<file path="src/rtl/fft16_pkg.sv">
// ---------------------------------------------------------------------------
// fft16_pkg -- shared constants, types and address helpers for the 16-point
// radix-4 FFT sequencer.
//
// Contents:
//   N, RADIX, ADDR_W, TW_W        transform geometry
//   state_t                       sequencer FSM encoding
//   tag_t                         write-back tag {valid, stage, n}
//   strided_addr / block_addr     four-sample address sets {a3,a2,a1,a0}
//   tw_set                        stage-2 twiddle indices {k2,k1,k0}
// ---------------------------------------------------------------------------
package fft16_pkg;

    localparam int N      = 16;
    localparam int RADIX  = 4;
    localparam int ADDR_W = 4;
    localparam int TW_W   = 4;
    localparam int N_W    = $clog2(N / RADIX);   // butterfly index width

    typedef enum logic [2:0] {
        S_IDLE   = 3'd0,
        S_ISSUE1 = 3'd1,
        S_DRAIN1 = 3'd2,
        S_ISSUE2 = 3'd3,
        S_DRAIN2 = 3'd4
    } state_t;

    typedef struct packed {
        logic           valid;
        logic           stage;  // 0: stage 1, 1: stage 2
        logic [N_W-1:0] n;
    } tag_t;

    // {n+12, n+8, n+4, n}: samples spaced a quarter-transform apart.
    function automatic logic [RADIX*ADDR_W-1:0] strided_addr(input logic [N_W-1:0] n);
        logic [ADDR_W-1:0] b;
        b = {{(ADDR_W-N_W){1'b0}}, n};
        return {b + 4'd12, b + 4'd8, b + 4'd4, b};
    endfunction

    // {4n+3, 4n+2, 4n+1, 4n}: four consecutive samples.
    function automatic logic [RADIX*ADDR_W-1:0] block_addr(input logic [N_W-1:0] n);
        logic [ADDR_W-1:0] b;
        b = {n, 2'b00};
        return {b + 4'd3, b + 4'd2, b + 4'd1, b};
    endfunction

    // {3n, 2n, n}: twiddle exponents of W16 for the three non-trivial legs.
    function automatic logic [3*TW_W-1:0] tw_set(input logic [N_W-1:0] n);
        logic [TW_W-1:0] k;
        k = {{(TW_W-N_W){1'b0}}, n};
        return {k + k + k, k + k, k};
    endfunction

endpackage

</file>
<file path="src/rtl/fft16_radix4_seq_tag_delay.sv">
// ---------------------------------------------------------------------------
// fft_tag_delay -- fixed-depth delay line carrying the write-back tag of each
// issued butterfly so the write happens exactly DEPTH cycles after the read.
//
// Ports:
//   clk      clock, rising edge
//   rst      synchronous active-high reset, empties the line
//   tag_in   tag entering this cycle (valid=0 when nothing issued)
//   tag_out  tag issued DEPTH cycles ago
// ---------------------------------------------------------------------------
module fft_tag_delay
    import fft16_pkg::*;
#(
    parameter int DEPTH = 9
) (
    input  logic clk,
    input  logic rst,
    input  tag_t tag_in,
    output tag_t tag_out
);

    tag_t pipe_q [DEPTH];

    // NOTE: every entry is reset, not just the head; a stale valid bit left in
    // the line would fire a write after an aborted transform.
    always_ff @(posedge clk) begin
        if (rst) begin
            for (int i = 0; i < DEPTH; i++) pipe_q[i] <= '0;
        end else begin
            pipe_q[0] <= tag_in;
            for (int i = 1; i < DEPTH; i++) pipe_q[i] <= pipe_q[i-1];
        end
    end

    assign tag_out = pipe_q[DEPTH-1];

endmodule

</file>
<file path="src/rtl/fft16_radix4_seq.sv">
// ---------------------------------------------------------------------------
// fft16_radix4_seq -- control sequencer for a 16-point radix-4 FFT built from
// one pipelined 4-point butterfly. Two stages of four butterflies each; stage 1
// reads bank 0 and writes bank 1, stage 2 reads bank 1 and writes bank 0.
//
// Parameters:
//   BFLY_LAT  butterfly input-to-output latency (cycles)
//   RD_LAT    sample-RAM / twiddle-ROM read latency (cycles)
//
// Ports:
//   clk, rst          clock; synchronous active-high reset
//   start             request a transform (sampled in IDLE only)
//   hold              stalls butterfly issue in ISSUE states
//   busy, done        busy from acceptance to done; done is a 1-cycle pulse
//   rd_en/addr/bank   four-sample read request, addr = {a3,a2,a1,a0}
//   tw_idx            twiddle indices {k2,k1,k0}, valid with rd_en
//   wr_en/addr/bank   write-back of butterfly outputs p1..p4
//   stage             0 during stage 1, 1 during stage 2
//   cycle_cnt         (only with FFT_SEQ_CYCLE_CNT_EN) transform cycle count
// ---------------------------------------------------------------------------
module fft16_radix4_seq
    import fft16_pkg::*;
#(
    parameter int BFLY_LAT = 8,
    parameter int RD_LAT   = 1
) (
    input  logic                    clk,
    input  logic                    rst,
    input  logic                    start,
    input  logic                    hold,
    output logic                    busy,
    output logic                    done,
    output logic                    rd_en,
    output logic [RADIX*ADDR_W-1:0] rd_addr,
    output logic                    rd_bank,
    output logic [3*TW_W-1:0]       tw_idx,
    output logic                    wr_en,
    output logic [RADIX*ADDR_W-1:0] wr_addr,
    output logic                    wr_bank,
    output logic                    stage
`ifdef FFT_SEQ_CYCLE_CNT_EN
    ,
    output logic [7:0]              cycle_cnt
`endif
);

    localparam int PIPE = RD_LAT + BFLY_LAT;

    state_t                  state_q, state_d;
    logic [N_W-1:0]          n_q;
    logic                    issue;
    logic                    issue_stage;
    logic                    done_q, done_d;
    logic                    last_wr;
    logic [RADIX*ADDR_W-1:0] rd_addr_now, rd_addr_q;
    logic [RADIX*ADDR_W-1:0] wr_addr_now, wr_addr_q;
    logic [3*TW_W-1:0]       tw_now, tw_q;
    logic                    rd_bank_q, wr_bank_q;
    tag_t                    tag_in, tag_out;

    // Issue is decided in the same cycle hold is seen, so a stall takes
    // effect immediately rather than one cycle late.
    assign issue_stage = (state_q == S_ISSUE2);
    assign last_wr     = tag_out.valid && (tag_out.n == N_W'(RADIX - 1));

    // NOTE: every always_comb output gets a default first, so no path can
    // leave a value unassigned and infer a latch.
    always_comb begin
        state_d = state_q;
        issue   = 1'b0;
        done_d  = 1'b0;
        unique case (state_q)
            S_IDLE:   if (start) state_d = S_ISSUE1;
            S_ISSUE1, S_ISSUE2: begin
                if (!hold) begin
                    issue = 1'b1;
                    if (n_q == N_W'(RADIX - 1))
                        state_d = issue_stage ? S_DRAIN2 : S_DRAIN1;
                end
            end
            // Next stage may not read until the last write of this one lands.
            S_DRAIN1: if (last_wr) state_d = S_ISSUE2;
            S_DRAIN2: begin
                if (last_wr) begin
                    state_d = S_IDLE;
                    done_d  = 1'b1;
                end
            end
            default:  state_d = S_IDLE;
        endcase
    end

    assign rd_addr_now = issue_stage ? block_addr(n_q) : strided_addr(n_q);
    assign tw_now      = issue_stage ? tw_set(n_q) : '0;
    assign wr_addr_now = tag_out.stage ? strided_addr(tag_out.n) : block_addr(tag_out.n);

    assign tag_in = '{valid: issue, stage: issue_stage, n: n_q};

    // NOTE: sequential state uses non-blocking assignments so every register
    // samples pre-edge values regardless of statement order.
    always_ff @(posedge clk) begin
        if (rst) begin
            state_q   <= S_IDLE;
            n_q       <= '0;
            done_q    <= 1'b0;
            rd_addr_q <= '0;
            tw_q      <= '0;
            rd_bank_q <= 1'b0;
            wr_addr_q <= '0;
            wr_bank_q <= 1'b0;
        end else begin
            state_q <= state_d;
            done_q  <= done_d;
            if (issue) begin
                n_q       <= n_q + 1'b1;   // wraps to 0 after n=3, ready for next stage
                rd_addr_q <= rd_addr_now;
                tw_q      <= tw_now;
                rd_bank_q <= issue_stage;
            end
            if (tag_out.valid) begin
                wr_addr_q <= wr_addr_now;
                wr_bank_q <= ~tag_out.stage;
            end
        end
    end

    fft_tag_delay #(.DEPTH(PIPE)) u_tag_delay (
        .clk     (clk),
        .rst     (rst),
        .tag_in  (tag_in),
        .tag_out (tag_out)
    );

    // Address outputs show the live request when enabled, else the last one.
    assign rd_en   = issue;
    assign rd_addr = issue ? rd_addr_now : rd_addr_q;
    assign tw_idx  = issue ? tw_now      : tw_q;
    assign rd_bank = issue ? issue_stage : rd_bank_q;
    assign wr_en   = tag_out.valid;
    assign wr_addr = tag_out.valid ? wr_addr_now    : wr_addr_q;
    assign wr_bank = tag_out.valid ? ~tag_out.stage : wr_bank_q;
    assign busy    = (state_q != S_IDLE);
    assign done    = done_q;
    assign stage   = (state_q == S_ISSUE2) || (state_q == S_DRAIN2);

`ifdef FFT_SEQ_CYCLE_CNT_EN
    // Counts from the first busy cycle through the done cycle, then holds.
    logic [7:0] cnt_q;
    always_ff @(posedge clk) begin
        if (rst)                           cnt_q <= '0;
        else if (state_q == S_IDLE && start) cnt_q <= '0;
        else if (busy || done_q)           cnt_q <= cnt_q + 8'd1;
    end
    assign cycle_cnt = cnt_q;
`endif

endmodule

</file>
<file path="config.mk">
export PLATFORM = sky130hd
export DESIGN_NAME = fft16_radix4_seq
export DESIGN_NICKNAME = d
export VERILOG_FILES = /design/src/rtl/fft16_pkg.sv /design/src/rtl/fft16_radix4_seq_tag_delay.sv /design/src/rtl/fft16_radix4_seq.sv
export SDC_FILE = /design/constraint.sdc
export NUM_CORES = 1
export LEC_CHECK = 0
export BUFFER_PORTS_ARGS = -buffer_cell sky130_fd_sc_hd__buf_2
export CAP_MARGIN = 20
export CORE_MARGIN = 1
export CORE_UTILIZATION = 50
export DETAILED_ROUTE_END_ITERATION = 10
export PLACE_DENSITY = 0.75
export SKIP_CTS_REPAIR_TIMING = 1
export SLEW_MARGIN = 20
export SYNTH_ARGS = -nofsm -noshare
export SYNTH_HDL_FRONTEND = slang
export SYNTH_SLANG_ARGS = --single-unit
export TNS_END_PERCENT = 5
</file>
<file path="constraint.sdc">
create_clock -name clk -period 1.7 [get_ports clk]
set_input_delay 0.17 -clock clk [delete_from_list [all_inputs] [get_ports clk]]
set_output_delay 0.17 -clock clk [all_outputs]
set_load 0.005 [all_outputs]
</file>
### Word-level counts from Yosys, hierarchy flattened

Memories as Yosys holds them, arrays and structs flattened.
Cells that the tools add are included.

* bits in registers: 52
* memory bits (writable): 36
* input bits: 4
* output and inout bits: 51
* logic and storage cells: 83
* memories kept: 1

Memories
* u_tag_delay.pipe_q: depth 9, width 4, read ports 9, clocked after Yosys merged registers in 0, wr ports 9, line fft16_radix4_seq_tag_delay.sv:22 `tag_t pipe_q [DEPTH];`

* $add $sub $neg: 15
* eq/ne operators: 11
* muxes and demuxes: 30
* bitwise logic cells: 11
* reductions and logical operators: 7

Operators with widths (number)
* two-way mux 16 bit: 4
* two-way mux 4 bit: 9
* two-way mux 12 bit: 2
* two-way mux 3 bit: 6
* adder 4 x 2 -> 4 bit, second input constant: 4
* case mux 3 bit (4 select lines): 1
* != test 2 bit, second input constant: 5
* OR 1 bit: 9
* adder 2 x 3 -> 4 bit, second input constant: 2
* adder 2 x 4 -> 4 bit, second input constant: 2
* adder 3 x 3 -> 4 bit, second input constant: 2
* adder 4 x 1 -> 4 bit, second input constant: 2
* two-way mux 1 bit: 8
* == test 3 x 2 -> 1 bit, second input constant: 2
* AND reduction 5 bit: 1
* adder 4 x 2 -> 4 bit: 1
* == test 2 bit, second input constant: 2
* OR reduction 2 bit: 2
* adder 2 x 2 -> 3 bit: 1
* == test 3 x 1 -> 1 bit, second input constant: 1
* == test 3 bit, second input constant: 1
* zero test 3 bit: 1
* nonzero test 3 bit: 1
* adder 2 x 1 -> 2 bit, second input constant: 1
* 3 further kinds: 4

### Depth between registers and ports, before layout

* depth after elaboration: 5
* gate-level depth with buffers: 5
* depth with buffers taken out: 4

### Cells and area by module

Synthesis repeated with hierarchy kept, for this count alone.

* cell total of the unflattened synthesis: 310
* area, all modules: 3110.5 um^2

Modules (own cells, without submodules)
* fft16_radix4_seq: instances 1, cells each 231, area an instance 2085.8 um^2, seq. area each 1041.0 um^2
* fft_tag_delay: instances 1, cells each 79, area an instance 1024.7 um^2, seq. area each 720.7 um^2

### Worst setup path before layout

Ideal clock, no wire load.

* path kind: register -> register
* from: register n_q[0]
* to: register tw_q[9]
* library setup time: 72 ps
* data arrival time: 1601 ps
* required time: 1628 ps
* setup slack: 28 ps
* stages on the path, launching flop included: 6
* path buffers: 1
* period minus slack after synthesis: 1672 ps
* cell sequence: dfxtp_1 -> inv_1 -> clkbuf_1 -> ha_1 -> or3b_2 -> mux2i_1

* longest elaborated chain between the ends: 4

Ends and longest elaborated chain
* start: declaration: line fft16_radix4_seq.sv:50 `logic [N_W-1:0] n_q;`
* start signal: assignment: line fft16_radix4_seq.sv:115 `n_q <= n_q + 1'b1;`
* adder 2 x 2 -> 3 bit: line fft16_pkg.sv:52 `return {k + k + k, k + k, k};`
* adder 4 x 2 -> 4 bit *: line fft16_pkg.sv:52
* two-way mux 12 bit *: line fft16_radix4_seq.sv:94 `assign tw_now = issue_stage ? tw_set(n_q) : '0;`
* two-way mux 12 bit *
* end signal: assignment: line fft16_radix4_seq.sv:117 `tw_q <= tw_now;`
* end: declaration: line fft16_radix4_seq.sv:57 `logic [3*TW_W-1:0] tw_now, tw_q;`

Every way passes the cells marked *; elsewhere a longest branch is shown, timed or not.
A chain may end at the register's enable or synchronous reset.

### Worst setup path in the final report

* from: register state_q[0]
* to: output port rd_addr[1]

* longest elaborated chain between the ends: 4
* elaborated cells between the ends (all ways): 6
* classes of those cells: eq/ne (2); mux (3); reduce/logical (1)

Ends and longest elaborated chain
* start: declaration: line fft16_radix4_seq.sv:49 `state_t state_q, state_d;`
* start signal: assignment: line fft16_radix4_seq.sv:112 `state_q <= state_d;`
* == test 3 x 2 -> 1 bit or == test 3 x 1 -> 1 bit (tied branches): line fft16_radix4_seq.sv:63, fft16_radix4_seq.sv:72
* OR reduction 2 bit: line fft16_radix4_seq.sv:72 `unique case (state_q)`
* two-way mux 1 bit: line fft16_radix4_seq.sv:72
* two-way mux 16 bit *
* end: declaration: line fft16_radix4_seq.sv:34 `output logic [RADIX*ADDR_W-1:0] rd_addr,`

Marks and branches as above.

==> flow_summary.yaml <==
sta:
  drv_slew: 0
  finalSetupViolCount: 30
  rsz0062_at_grt: "yes"
  final.period_utilization_pct: 111.1
  finClkSkew_ns: 0.01676
  hold_violations: 0
  worstMarginPinSlew_ns: 0.5370
  fmax_ghz: 0.5296
  maxSlewHeadroom_pct: 64.20
  period_minus_slack_ns: 1.888
  setup_slack_ns: -0.1882
power:
  leakage_uw: 0.001803
  power_frac_seq_pct: 55.7
  vdd_drop_max_v: 0.0005679
  p_per_area_mw_per_mm2: 929.1
  p_switching_uw: 981.7
  switching_share_pct: 26.11
  p_clk_share_pct: 37.7
  pwr-share-comb_pct: 6.6
  p_int_uw: 2778
synthesis:
  synthDistinctLibCells: 40
  ys_ff_latch: 88
  synth-simple-area-share_pct: 22.04
  ys_warn_count: 0
  synth_edf_count: 0
  synth_fp_nets: 338
  yosys-mux-area-fraction_pct: 2.798
  synth-compound-area-share_pct: 13.69
  synthArstFlopShare_pct: 0
  synth-xor-area-share_pct: 0
  syn_inst: 331
  yosysMostFrequentCell: "dfxtp_1"
  synth-adder-area-share_pct: 1.134
  yosys.area.top_type_share_pct: 53.23
  synth_ff_type: "dfxtp_1"
  synthTopCellsByArea: "dfxtp_1 53%, nor2b_1 6.4%, o32ai_1 3.4%, nand2b_1 3.4%, clkbuf_1 2.4%"
  synth_common_cells: "88 x dfxtp_1, 34 x nor2b_1, 21 x clkbuf_1, 20 x inv_1, 18 x nand2b_1"
  synth_top_family_by_area: "simple AND/OR/NAND/NOR gates"
  synthesis.area_mm2: 0.003309
  ys_seq_area_share_pct: 53.23
  yosysTopAreaCell: "dfxtp_1"
  synth_area_per_cell_um2: 9.998
die:
  initial_utilization_pct: 51.82
  core-area_mm2: 0.006386
  dieHeight_um: 83.36
  rows: 29
  fp.dieW_um: 83.36
  top_level_ports: 55
  dieArea_mm2: 0.006948
setup_path:
  crit_path_start_kind: "register"
  worstPathRequired_ns: 1.53
  r2r_start: "state_q[0]"
  cp.arrival_ns: 1.72
  crit_type: "reg -> out"
  endpoint_kind: "primary output"
  critPathMaxFanout: 4
  crit_start: "state_q[0]"
routing:
  drtIter0Drc: 110
  wl_per_cell_um: 14.23
  vias_per_cell: 5.256
  antenna_left: 0
  route.detailed.drc: 0
  vias: 2486
  wirelength_mm: 6.730
  drtPass1Iterations: 4
clock_tree:
  cts_buffer_depth: 2
  htree_levels: 3
  insertion_delay_ns: 0.37
  cts-root-buf: "clkbuf_8"
  cts_tree: "done"
  clkTransAtPathRegs_ns: 0.09
  cts_buffers: 9
  cts.sinks: 88
grt:
  grt.overflow.total: 0
  grt_pass1_wl_mm: 10.14
  track_usage_pct: 18.55
  grt_start_max_net_pins: 45
  antenna_found_initial: 0
  grt_pass1_vias: 2190
final_layout:
  diodes: 0
  final_cell_count_no_fill: 473
  area_growth_pct: 22.27
  fin_nets: 398
  layout-drive-gt1-share_pct: 30.56
  fin_area_mm2: 0.004046
worst_hold_path:
  hp-start: "start"
  hold_class: "in -> reg"
status:
  violations: "negative setup slack"
  status: "finished with violations"
placed_design:
  hpwl_mm: 4.042
  placed_cells: 448
  port_buffers: 54
  dpl_cell_area_mm2: 0.003655
  gp_congestion: 0.7436
run:
  maxCapViolations: 0
layout by cell type (no fill, tap or decap), types with 3 or more instances in the layout:
cell type and n:
inv_1 20, o32ai_1 13, and2_1 4, or2_2 3, dfxtp_1 84, nand2b_1 18
buf_4 14, buf_6 6, nand3b_1 4, o22ai_1 9, and3b_1 3, nor2_1 17
a22o_1 7, nor2b_1 34, ha_1 3, dfxtp_2 4, a21oi_1 9, inv_8 5
nor3_1 10, a2bb2oi_2 3, o221a_2 6, o22a_1 4, nand3_1 3, buf_2 53
buf_8 3, clkbuf_8 9, and3_1 4, nand2_1 12, mux2i_1 6
power groups by stage:
stage | clock network (µW) | registers, µW | logic, µW
global placement | 0 | 2140 | 196
CTS | 1440 | 2090 | 203
floorplan | 0 | 2140 | 137
detailed placement | 0 | 2140 | 202
finish | 1420 | 2100 | 247
global route | 1530 | 2100 | 265
routing by layer:
layer / GRT usage, % / part of all wire (%) / vias up
li1: - / - / 1260
met1: 23.78 / 49 / 1160
met2: 28.61 / 45 / 60
met3: 6.262 / 4.9 / 6
met4: 7.680 / 0.92 / 0
met5: 0 / 0 / -
cells by family (layout without fill, tap and decap cells):
family | after synthesis | after routing
buf+inv | 51 | 115
mux | 9 | 9
compound gates | 56 | 56
flops | 88 | 88
fa+ha+maj | 3 | 3
simple gates | 124 | 125
final timing paths:
check / slack [ns] / cells after the start / endpoint
setup / recovery: -0.19 / 6 / rd_addr[1]
hold / removal: 0.09 / 3 / state_q[0]
setup reg to reg: 0.04 / 4 / rd_addr_q[4]
hold reg to reg: 0.43 / 1 / u_tag_delay.pipe_q[6][0]
layout make-up:
type / count / area, µm²
Tap cell: 77 / 96.34
Timing Repair Buffer: 78 / 528.0
Inverter: 21 / 86.33
Fill cell: 541 / 2340
Clock inverter: 7 / 68.82
Clock buffer: 9 / 123.9
Multi-Input combinational cell: 193 / 1376
Sequential cell: 88 / 1767
metrics by stage:
| step | hold slack, ns | power (µW) | worst slack (ns) | util [%] | setup TNS [ns] |
|---|---|---|---|---|---|
| final | 0.09313 | 3759 | -0.1882 | 63.36 | -3.831 |
| after detailed placement | 0.4223 | 2342 | 0.1500 | 57.23 | 0 |
| after global routing | 0.08131 | 3889 | -0.2717 | 63.36 | -5.667 |
| after CTS | 0.02521 | 3739 | -0.2644 | 60.25 | -6.179 |
| after floorplan | 0.2468 | 2277 | 0.02779 | - | 0 |
| after global placement | 0.4165 | 2337 | 0.1570 | 57.23 | 0 |
worst max-delay path, cell delays in order, from the launching register on:
cell     delay (ns)
dfxtp_2        0.36
buf_6          0.11
buf_4          0.12
nor4b_1        0.32
buf_4          0.22
a22o_1         0.12
buf_2          0.10
sequential cells by signal (all words and copies together) (netlist names), 2 cells and up:
signal	count
n_q	2
rd_addr_q	16
state_q	3
tw_q	12
u_tag_delay.pipe_q	36
wr_addr_q	16
(Power assumes the default switching activity.)
